**src/rtl/pmem_arbiter_if.sv**
```systemverilog
// Request/response bundle between the cache layer, the write buffer and main memory.
// The arbiter uses the slave view; the environment (caches, buffer, memory) uses master.
interface pmem_arbiter_if #(
  parameter int ADDR_WIDTH = 16,
  parameter int LINE_WIDTH = 128
);
  logic                  icache_read;
  logic [ADDR_WIDTH-1:0] icache_addr;
  logic                  icache_resp;
  logic [LINE_WIDTH-1:0] icache_rdata;

  logic                  dcache_read;
  logic [ADDR_WIDTH-1:0] dcache_addr;
  logic                  dcache_resp;
  logic [LINE_WIDTH-1:0] dcache_rdata;

  logic                  ewb_write;
  logic [ADDR_WIDTH-1:0] ewb_addr;
  logic [LINE_WIDTH-1:0] ewb_wdata;
  logic                  ewb_resp;

  logic                  pmem_read;
  logic                  pmem_write;
  logic [ADDR_WIDTH-1:0] pmem_address;
  logic [LINE_WIDTH-1:0] pmem_wdata;
  logic [LINE_WIDTH-1:0] pmem_rdata;
  logic                  pmem_resp;

  modport slave (
    input  icache_read, icache_addr, dcache_read, dcache_addr,
           ewb_write, ewb_addr, ewb_wdata, pmem_rdata, pmem_resp,
    output icache_resp, icache_rdata, dcache_resp, dcache_rdata,
           ewb_resp, pmem_read, pmem_write, pmem_address, pmem_wdata
  );

  modport master (
    output icache_read, icache_addr, dcache_read, dcache_addr,
           ewb_write, ewb_addr, ewb_wdata, pmem_rdata, pmem_resp,
    input  icache_resp, icache_rdata, dcache_resp, dcache_rdata,
           ewb_resp, pmem_read, pmem_write, pmem_address, pmem_wdata
  );
endinterface

```
**src/rtl/pmem_arbiter.sv**
```systemverilog
// Shares one physical memory port between I-cache fill, D-cache fill and write-back,
// with round-robin between reads, a write-before-fill hazard rule and a starvation bound.
module pmem_arbiter #(
  parameter int ADDR_WIDTH   = 16,
  parameter int LINE_WIDTH   = 128,
  parameter int STARVE_LIMIT = 4
) (
  input  logic clk,
  input  logic reset,
  pmem_arbiter_if.slave bus
);

  typedef enum logic [1:0] {
    S_IDLE  = 2'd0,
    S_IREAD = 2'd1,
    S_DREAD = 2'd2,
    S_WB    = 2'd3
  } state_t;

  localparam logic [3:0] STARVE_MAX = 4'(STARVE_LIMIT);

  state_t     state, state_next;
  logic       rr_d, rr_d_next;
  logic [3:0] starve_cnt, starve_cnt_next;

  logic hazard;
  logic starved;
  logic both_reads;
  logic read_grant;

  // A buffered line that the D-cache wants back must reach memory before the fill.
  assign hazard     = bus.ewb_write && bus.dcache_read && (bus.dcache_addr == bus.ewb_addr);
  assign starved    = bus.ewb_write && (starve_cnt >= STARVE_MAX);
  assign both_reads = bus.icache_read && bus.dcache_read;
  assign read_grant = (state == S_IDLE) && ((state_next == S_IREAD) || (state_next == S_DREAD));

  always_ff @(posedge clk or posedge reset) begin
    if (reset) begin
      state      <= S_IDLE;
      rr_d       <= 1'b1;
      starve_cnt <= 4'd0;
    end else begin
      state      <= state_next;
      rr_d       <= rr_d_next;
      starve_cnt <= starve_cnt_next;
    end
  end

  always_comb begin
    state_next       = state;
    rr_d_next        = rr_d;
    starve_cnt_next  = starve_cnt;
    bus.icache_resp  = 1'b0;
    bus.icache_rdata = '0;
    bus.dcache_resp  = 1'b0;
    bus.dcache_rdata = '0;
    bus.ewb_resp     = 1'b0;
    bus.pmem_read    = 1'b0;
    bus.pmem_write   = 1'b0;
    bus.pmem_address = '0;
    bus.pmem_wdata   = '0;

    unique case (state)
      S_IDLE: begin
        if (hazard || starved) begin
          state_next = S_WB;
        end else if (both_reads) begin
          state_next = rr_d ? S_DREAD : S_IREAD;
          rr_d_next  = ~rr_d;
        end else if (bus.dcache_read) begin
          state_next = S_DREAD;
        end else if (bus.icache_read) begin
          state_next = S_IREAD;
        end else if (bus.ewb_write) begin
          state_next = S_WB;
        end
      end

      S_IREAD: begin
        bus.pmem_read    = 1'b1;
        bus.pmem_address = bus.icache_addr;
        if (bus.pmem_resp) begin
          bus.icache_resp  = 1'b1;
          bus.icache_rdata = bus.pmem_rdata;
          state_next       = S_IDLE;
        end
      end

      S_DREAD: begin
        bus.pmem_read    = 1'b1;
        bus.pmem_address = bus.dcache_addr;
        if (bus.pmem_resp) begin
          bus.dcache_resp  = 1'b1;
          bus.dcache_rdata = bus.pmem_rdata;
          state_next       = S_IDLE;
        end
      end

      S_WB: begin
        bus.pmem_write   = 1'b1;
        bus.pmem_address = bus.ewb_addr;
        bus.pmem_wdata   = bus.ewb_wdata;
        if (bus.pmem_resp) begin
          bus.ewb_resp = 1'b1;
          state_next   = S_IDLE;
        end
      end

      default: state_next = S_IDLE;
    endcase

    // Each read that overtakes a waiting write-back counts toward forcing it.
    if ((state == S_IDLE) && (state_next == S_WB)) begin
      starve_cnt_next = 4'd0;
    end else if (read_grant && bus.ewb_write && (starve_cnt != 4'hF)) begin
      starve_cnt_next = starve_cnt + 4'd1;
    end
  end

endmodule

```
**src/flat_wrapper.sv**
```systemverilog
// flat-port wrapper written by rule: the top's interface ports become plain ports
module pmem_arbiter_flat 
#(
  parameter int ADDR_WIDTH   = 16,
  parameter int LINE_WIDTH   = 128,
  parameter int STARVE_LIMIT = 4
)
  (clk, reset, bus_icache_read, bus_icache_addr, bus_dcache_read, bus_dcache_addr, bus_ewb_write, bus_ewb_addr, bus_ewb_wdata, bus_pmem_rdata, bus_pmem_resp, bus_icache_resp, bus_icache_rdata, bus_dcache_resp, bus_dcache_rdata, bus_ewb_resp, bus_pmem_read, bus_pmem_write, bus_pmem_address, bus_pmem_wdata);
  pmem_arbiter_if #(.ADDR_WIDTH(ADDR_WIDTH), .LINE_WIDTH(LINE_WIDTH)) bus_i ();
  input  logic clk;
  input  logic reset;
  input wire logic [$bits(bus_i.icache_read)-1:0] bus_icache_read;
  input wire logic [$bits(bus_i.icache_addr)-1:0] bus_icache_addr;
  input wire logic [$bits(bus_i.dcache_read)-1:0] bus_dcache_read;
  input wire logic [$bits(bus_i.dcache_addr)-1:0] bus_dcache_addr;
  input wire logic [$bits(bus_i.ewb_write)-1:0] bus_ewb_write;
  input wire logic [$bits(bus_i.ewb_addr)-1:0] bus_ewb_addr;
  input wire logic [$bits(bus_i.ewb_wdata)-1:0] bus_ewb_wdata;
  input wire logic [$bits(bus_i.pmem_rdata)-1:0] bus_pmem_rdata;
  input wire logic [$bits(bus_i.pmem_resp)-1:0] bus_pmem_resp;
  output wire logic [$bits(bus_i.icache_resp)-1:0] bus_icache_resp;
  output wire logic [$bits(bus_i.icache_rdata)-1:0] bus_icache_rdata;
  output wire logic [$bits(bus_i.dcache_resp)-1:0] bus_dcache_resp;
  output wire logic [$bits(bus_i.dcache_rdata)-1:0] bus_dcache_rdata;
  output wire logic [$bits(bus_i.ewb_resp)-1:0] bus_ewb_resp;
  output wire logic [$bits(bus_i.pmem_read)-1:0] bus_pmem_read;
  output wire logic [$bits(bus_i.pmem_write)-1:0] bus_pmem_write;
  output wire logic [$bits(bus_i.pmem_address)-1:0] bus_pmem_address;
  output wire logic [$bits(bus_i.pmem_wdata)-1:0] bus_pmem_wdata;
  assign bus_i.icache_read = bus_icache_read;
  assign bus_i.icache_addr = bus_icache_addr;
  assign bus_i.dcache_read = bus_dcache_read;
  assign bus_i.dcache_addr = bus_dcache_addr;
  assign bus_i.ewb_write = bus_ewb_write;
  assign bus_i.ewb_addr = bus_ewb_addr;
  assign bus_i.ewb_wdata = bus_ewb_wdata;
  assign bus_i.pmem_rdata = bus_pmem_rdata;
  assign bus_i.pmem_resp = bus_pmem_resp;
  assign bus_icache_resp = bus_i.icache_resp;
  assign bus_icache_rdata = bus_i.icache_rdata;
  assign bus_dcache_resp = bus_i.dcache_resp;
  assign bus_dcache_rdata = bus_i.dcache_rdata;
  assign bus_ewb_resp = bus_i.ewb_resp;
  assign bus_pmem_read = bus_i.pmem_read;
  assign bus_pmem_write = bus_i.pmem_write;
  assign bus_pmem_address = bus_i.pmem_address;
  assign bus_pmem_wdata = bus_i.pmem_wdata;
  pmem_arbiter #(.ADDR_WIDTH(ADDR_WIDTH), .LINE_WIDTH(LINE_WIDTH), .STARVE_LIMIT(STARVE_LIMIT)) u_core (.clk(clk), .reset(reset), .bus(bus_i));
endmodule
```
**config.mk**
```make
export PLATFORM = sky130hd
export DESIGN_NAME = pmem_arbiter_flat
export DESIGN_NICKNAME = d
export VERILOG_FILES = /design/src/rtl/pmem_arbiter_if.sv /design/src/rtl/pmem_arbiter.sv /design/src/flat_wrapper.sv
export SDC_FILE = /design/constraint.sdc
export NUM_CORES = 1
export LEC_CHECK = 0
export ABC_AREA = 1
export BUFFER_PORTS_ARGS = -buffer_cell sky130_fd_sc_hd__buf_2
export CORE_AREA = 5 5 271 273
export CTS_CLUSTER_SIZE = 8
export DETAILED_ROUTE_END_ITERATION = 10
export DIE_AREA = 0 0 276 278
export GPL_TIMING_DRIVEN = 0
export SLEW_MARGIN = 20
export SYNTH_ARGS = -nofsm -noshare
export SYNTH_HDL_FRONTEND = slang
export SYNTH_SLANG_ARGS = --single-unit
```
**constraint.sdc**
```tcl
create_clock -name clk -period 2.5 [get_ports clk]
set_input_delay 0.25 -clock clk [delete_from_list [all_inputs] [get_ports clk]]
set_output_delay 0.25 -clock clk [all_outputs]
set_load 0.02 [all_outputs]
```
# Word-level counts from Yosys, hierarchy flattened
# Index checks and enable logic that the tools add are counted.
# classes
magnitude_cmp	1
n_reduce_logical	15
bitwise_logic	2
n_addsub	1
eq_ne	8
muxes	21
# op_table
cell	count
2-to-1 mux 128 bit	4
one-hot mux 16 bit (3 select lines)	1
== test 16 bit	1
2-to-1 mux 2 bit	7
== test 2 bit (second input constant)	4
logical AND 1 bit	8
2-to-1 mux 4 bit	2
2-to-1 mux 1 bit	6
adder 4 x 1 -> 4 bit (second input constant)	1
== test 2 x 1 -> 1 bit (second input constant)	2
greater-or-equal comparator 4 x 3 -> 1 bit (second input constant)	1
inequality test 4 bit (second input constant)	1
one-hot mux 2 bit (2 select lines)	1
AND reduction 3 bit	1
OR reduction 3 bit	1
zero test 2 bit	1
logical OR 1 bit	2
inverter 1 bit	2
nonzero test 2 bit	1
OR reduction 2 bit	1
# totals
regBits	7
output_inout_bits	405
in_bits	310
wordCells	51

# Longest topological paths before layout
# depth
ltp_word	13
depth_mapped	18
ltp_nobuf	18

# Worst setup path before layout
# OpenSTA, ideal clock, no wires.
# synth_timing
path_kind	register -> register
from	register u_core.state[0]
to	register u_core.starve_cnt[3]
setup_slack_ps	385
stages_incl_launch_ff	16
arrival_ps	1996
n_path_buf	0
synth_period_minus_slack_ps	2115
setup_time_ps	118
required_ps	2382
cell_sequence	dfrtp_1 inv_1 ha_1 clkinv_1 nor2_1 nand3_1 nand2_1 inv_1 ha_1 nand2_2 nor2_4 nand2_2 nor2_2 nand3_2 xor2_1 nor2_1
# synth_via
elab_cells_between_ends	22
cone_classes	eq/ne: 6; mux: 8; reduce/logical: 8
# synth_lines
element	line	text
start: declaration	pmem_arbiter.sv:22	state_t state, state_next;
start signal: assignment	pmem_arbiter.sv:43	state <= state_next;
== test 2 x 1 -> 1 bit or == test 2 bit (tied branches)	pmem_arbiter.sv:63	unique case (state)
OR reduction 3 bit (no source line)	n/a	
one-hot mux 2 bit (2 select lines) *	pmem_arbiter.sv:63	
via u_core.state_next[1]	pmem_arbiter.sv:22	
== test 2 x 1 -> 1 bit or == test 2 bit (tied branches)	pmem_arbiter.sv:35	assign read_grant = (state == S_IDLE) && ((state_next == S_IREAD) || (state_next == S_DREAD));
logical OR 1 bit	pmem_arbiter.sv:35	
logical AND 1 bit	pmem_arbiter.sv:35	
logical AND 1 bit (2 in series)	pmem_arbiter.sv:115	end else if (read_grant && bus.ewb_write && (starve_cnt != 4'hF)) begin
nonzero test 2 bit (no source line)	n/a	
end signal: assignment	pmem_arbiter.sv:45	starve_cnt <= starve_cnt_next;
end: declaration	pmem_arbiter.sv:24	logic [3:0] starve_cnt, starve_cnt_next;
# Mark *: on every way through the listed nets, which the timed path passes. The rest lies on a longest branch.
# A chain may end at the register's enable or synchronous reset.

# Worst setup path in the final report
# layout_timing
from	register u_core.state[0]
to	output port bus_pmem_address[15]
# layout_via
elab_chain_cells	2
elab_cells_between_ends	4
cone_classes	eq/ne: 3; mux: 1
# layout_rtl
element	line	text
== test 2 bit or == test 2 x 1 -> 1 bit (tied branches)	pmem_arbiter.sv:63	
one-hot mux 16 bit (3 select lines) *	pmem_arbiter.sv:63	
end: declaration	flat_wrapper.sv:28	output wire logic [$bits(bus_i.pmem_address)-1:0] bus_pmem_address;
# Every way passes the cells marked *; elsewhere a longest branch is shown, timed or not.

==> results_dict.tcl <==
set metrics [dict create \
    synth_sequential_area_ratio_pct 4.593 \
    whs_ns 0.3801 \
    multi_input_combinational_cell_area_mm2 0.002288 \
    first_global_vias 7821 \
    clkTransAtPathRegs_ns 0.04 \
    fillers 8534 \
    grt_setup_unrepaired "false" \
    cellLeakagePower_nw 7.010 \
    max_slew_margin_pct 57.28 \
    cts_made_buffers 3 \
    gr-total-overflow 0 \
    cts_tree "yes" \
    grt_use_total_pct 12.81 \
    drt_first_pass_iters 5 \
    coreArea_mm2 0.07087 \
    cts-htree-levels 1 \
    worstReg2RegStart "u_core.state[0]" \
    hold_viol_final 0 \
    buffer_ports.inserted 714 \
    worst_path_required_time_ns 2.25 \
    floorplan.rows 98 \
    power.density_cell_area_mw_per_mm2 674.2 \
    maxSlewViolCount 0 \
    mappedNetlistArea_mm2 0.003841 \
    tightest_slew_ns 0.6408 \
    initial_antenna_violation_count 79 \
    critPathLaunchType "register" \
    drive_above_1_share_pct 46.48 \
    max_freq_mhz 428.7 \
    min_path_type "in -> reg" \
    area_delta_synth_final_pct 128.2 \
    postSynthRegisterBits 7 \
    later_pin_clock_latency_in_the_skew_report_ns 0.23 \
    yosysUniqueCellTypes 22 \
    cp-end-kind "primary output" \
    tns_ns 0 \
    cp.arrival_ns 2.08 \
    mappedNetlistNets 1245 \
    status "finished clean" \
    synth_area_per_cell_um2 4.139 \
    cts_buffer_depth 2 \
    max-vdd-ir-drop_mv 0.3110 \
    yosys_warnings 0 \
    power_mw 5.910 \
    crit_end "bus_pmem_address[15]" \
    io_pins 715 \
    detailed_route_wire_length_per_cell_um 20.46 \
    dieHeight_um 278 \
    timing.reg2reg.worst_path_depth 15 \
    final_cell_count_without_fillers 2612 \
    die_area_mm2 0.07673 \
    worst_clock_skew_ns 0.0001407 \
    grt_max_degree 11 \
    synth-main-ff-cell "sky130_fd_sc_hd__dfrtp_1" \
    postRouteAntennaNets 0 \
    final_util_pct 12.37 \
    syn_inst 928 \
    timing.reg2reg.setup_slack_ns 0.20 \
    period_needed_ns 2.332 \
    drt-total-wl_um 53450 \
    cts_num_sinks 7 \
    max_cap_viols 0 \
    period_share_pct 93.30 \
    drc 0 \
    global_route_wire_length_before_repair_um 67430 \
    worstPathMaxFanout 10 \
    critical_path.reg2reg.endpoint "u_core.starve_cnt[3]" \
    synth_enable_flop_cells 0 \
    critical_path_class "reg -> out" \
    finish.net_count 1964 \
    ctsRootBufferMaster "sky130_fd_sc_hd__clkbuf_16" \
    setup_violations 0 \
    detailed_place_hpwl_um 50860 \
    vias_per_cell 3.150 \
    final-seq-area_um2 176.4 \
    dr.first_iter.drc_count 443 \
    vias 8229 \
    placed_cells 2592 \
    floorplan.die.width_um 276 \
    ys_async_sr_fraction_pct 100.0 \
    placer_congestion 0.9415 \
    initial_utilization_pct 5.420 \
    timing.critical_path.from "u_core.state[0]" \
]
## worst min path at each step
stage	start	endpoint	slack (ns)	cells past startpoint
floorplan	reset	u_core.starve_cnt[0]	0.05	1
global placement	reset	u_core.starve_cnt[2]	0.20	2
detailed placement	reset	u_core.state[0]	0.20	2
CTS	bus_icache_read	u_core.rr_d	0.38	5
global route	bus_icache_read	u_core.rr_d	0.40	5
finish	bus_icache_read	u_core.rr_d	0.38	5
## final cells by class
cell class / instances / share of cell area, %
antenna: 16 / 0.4568
buffer: 48 / 2.912
clock buffer: 4 / 0.8992
inverter: 307 / 13.17
multi-input combinational: 565 / 26.11
sequential: 7 / 2.013
tap: 950 / 13.56
timing repair buffer: 715 / 40.88
## layout by cell type, fill, tap and decap left out, drive strengths merged
cell and instances:
a21oi 3, buf 746, clkbuf 20, dfrtp 6, dfstp 1, diode 16
dlygate4sd3 1, ha 7, inv 307, nand2 242, nand3 24, nand3b 1
nand4 2, nor2 274, nor3 1, o21ai 5, o31ai 1, xnor2 4
xor2 1
## worst max-delay path, stage by stage (launching register included)
cell and delay, ns:
sky130_fd_sc_hd__dfrtp_1 0.40, sky130_fd_sc_hd__inv_1 0.11, sky130_fd_sc_hd__ha_1 0.26, sky130_fd_sc_hd__inv_4 0.17
sky130_fd_sc_hd__clkbuf_1 0.52, sky130_fd_sc_hd__nand2_1 0.12, sky130_fd_sc_hd__inv_1 0.07, sky130_fd_sc_hd__buf_2 0.19
## synthesized netlist by cell type (all sizes together) (2+ instances only)
cell | instances | area, um^2
dfrtp | 6 | 150.1
nand2 | 242 | 913.4
clkbuf | 11 | 41.29
nand4 | 2 | 12.51
nor2 | 274 | 1039
ha | 7 | 87.58
inv | 306 | 1149
a21oi | 3 | 15.01
buf | 38 | 190.2
xnor2 | 4 | 35.03
nand3 | 24 | 125.1
o21ai | 5 | 25.02
## registers in the layout, summed over array words and instances, names as in the netlist
name and flops:
u_core.starve_cnt 4, u_core.rr_d 1, u_core.state 2
## through the flow
stage	worst slack (ns)	instance area (um^2)
floorplan	0.3851	3841
global placement	-0.1350	8603
detailed placement	-0.1811	8603
CTS	0.01999	8708
global route	0.001944	8736
finish	0.1676	8766
## layer usage
metal / routed length [um] / vias up / global-route usage [%]
li1: - / 3941 / -
met1: 20500 / 3523 / 14.90
met2: 24380 / 581 / 21.35
met3: 7422 / 126 / 6.979
met4: 773 / 58 / 1.895
met5: 375 / - / 0
## timing repair
action,in CTS,in global routing
hold buffers,1,0
buffers inserted,0,0
gates resized for setup,7,11
endpoints found under the hold margin,6,0
pin swaps,0,1
setup endpoints to repair,61,78
## where the power goes
part / leakage (nW) / switching [mW] / internal, mW
Clock: 0.0383 / 0.0575 / 0.212
Sequential: 0.0873 / 0.0487 / 0.169
Combinational: 6.88 / 3.88 / 1.54
Total: 7.01 / 3.99 / 1.92
## kinds of logic after synthesis
| family | share of synthesized area (%) |
|---|---|
| AOI/OAI and AO/OA | 1.238 |
| xor gates and xnor gates | 1.140 |
| DFF | 4.593 |
| adders and majority gates | 2.280 |
| buffers and inverters | 36.03 |
| and+or+nand+nor | 54.72 |
No activity file was read; power rests on OpenSTA's default activity.
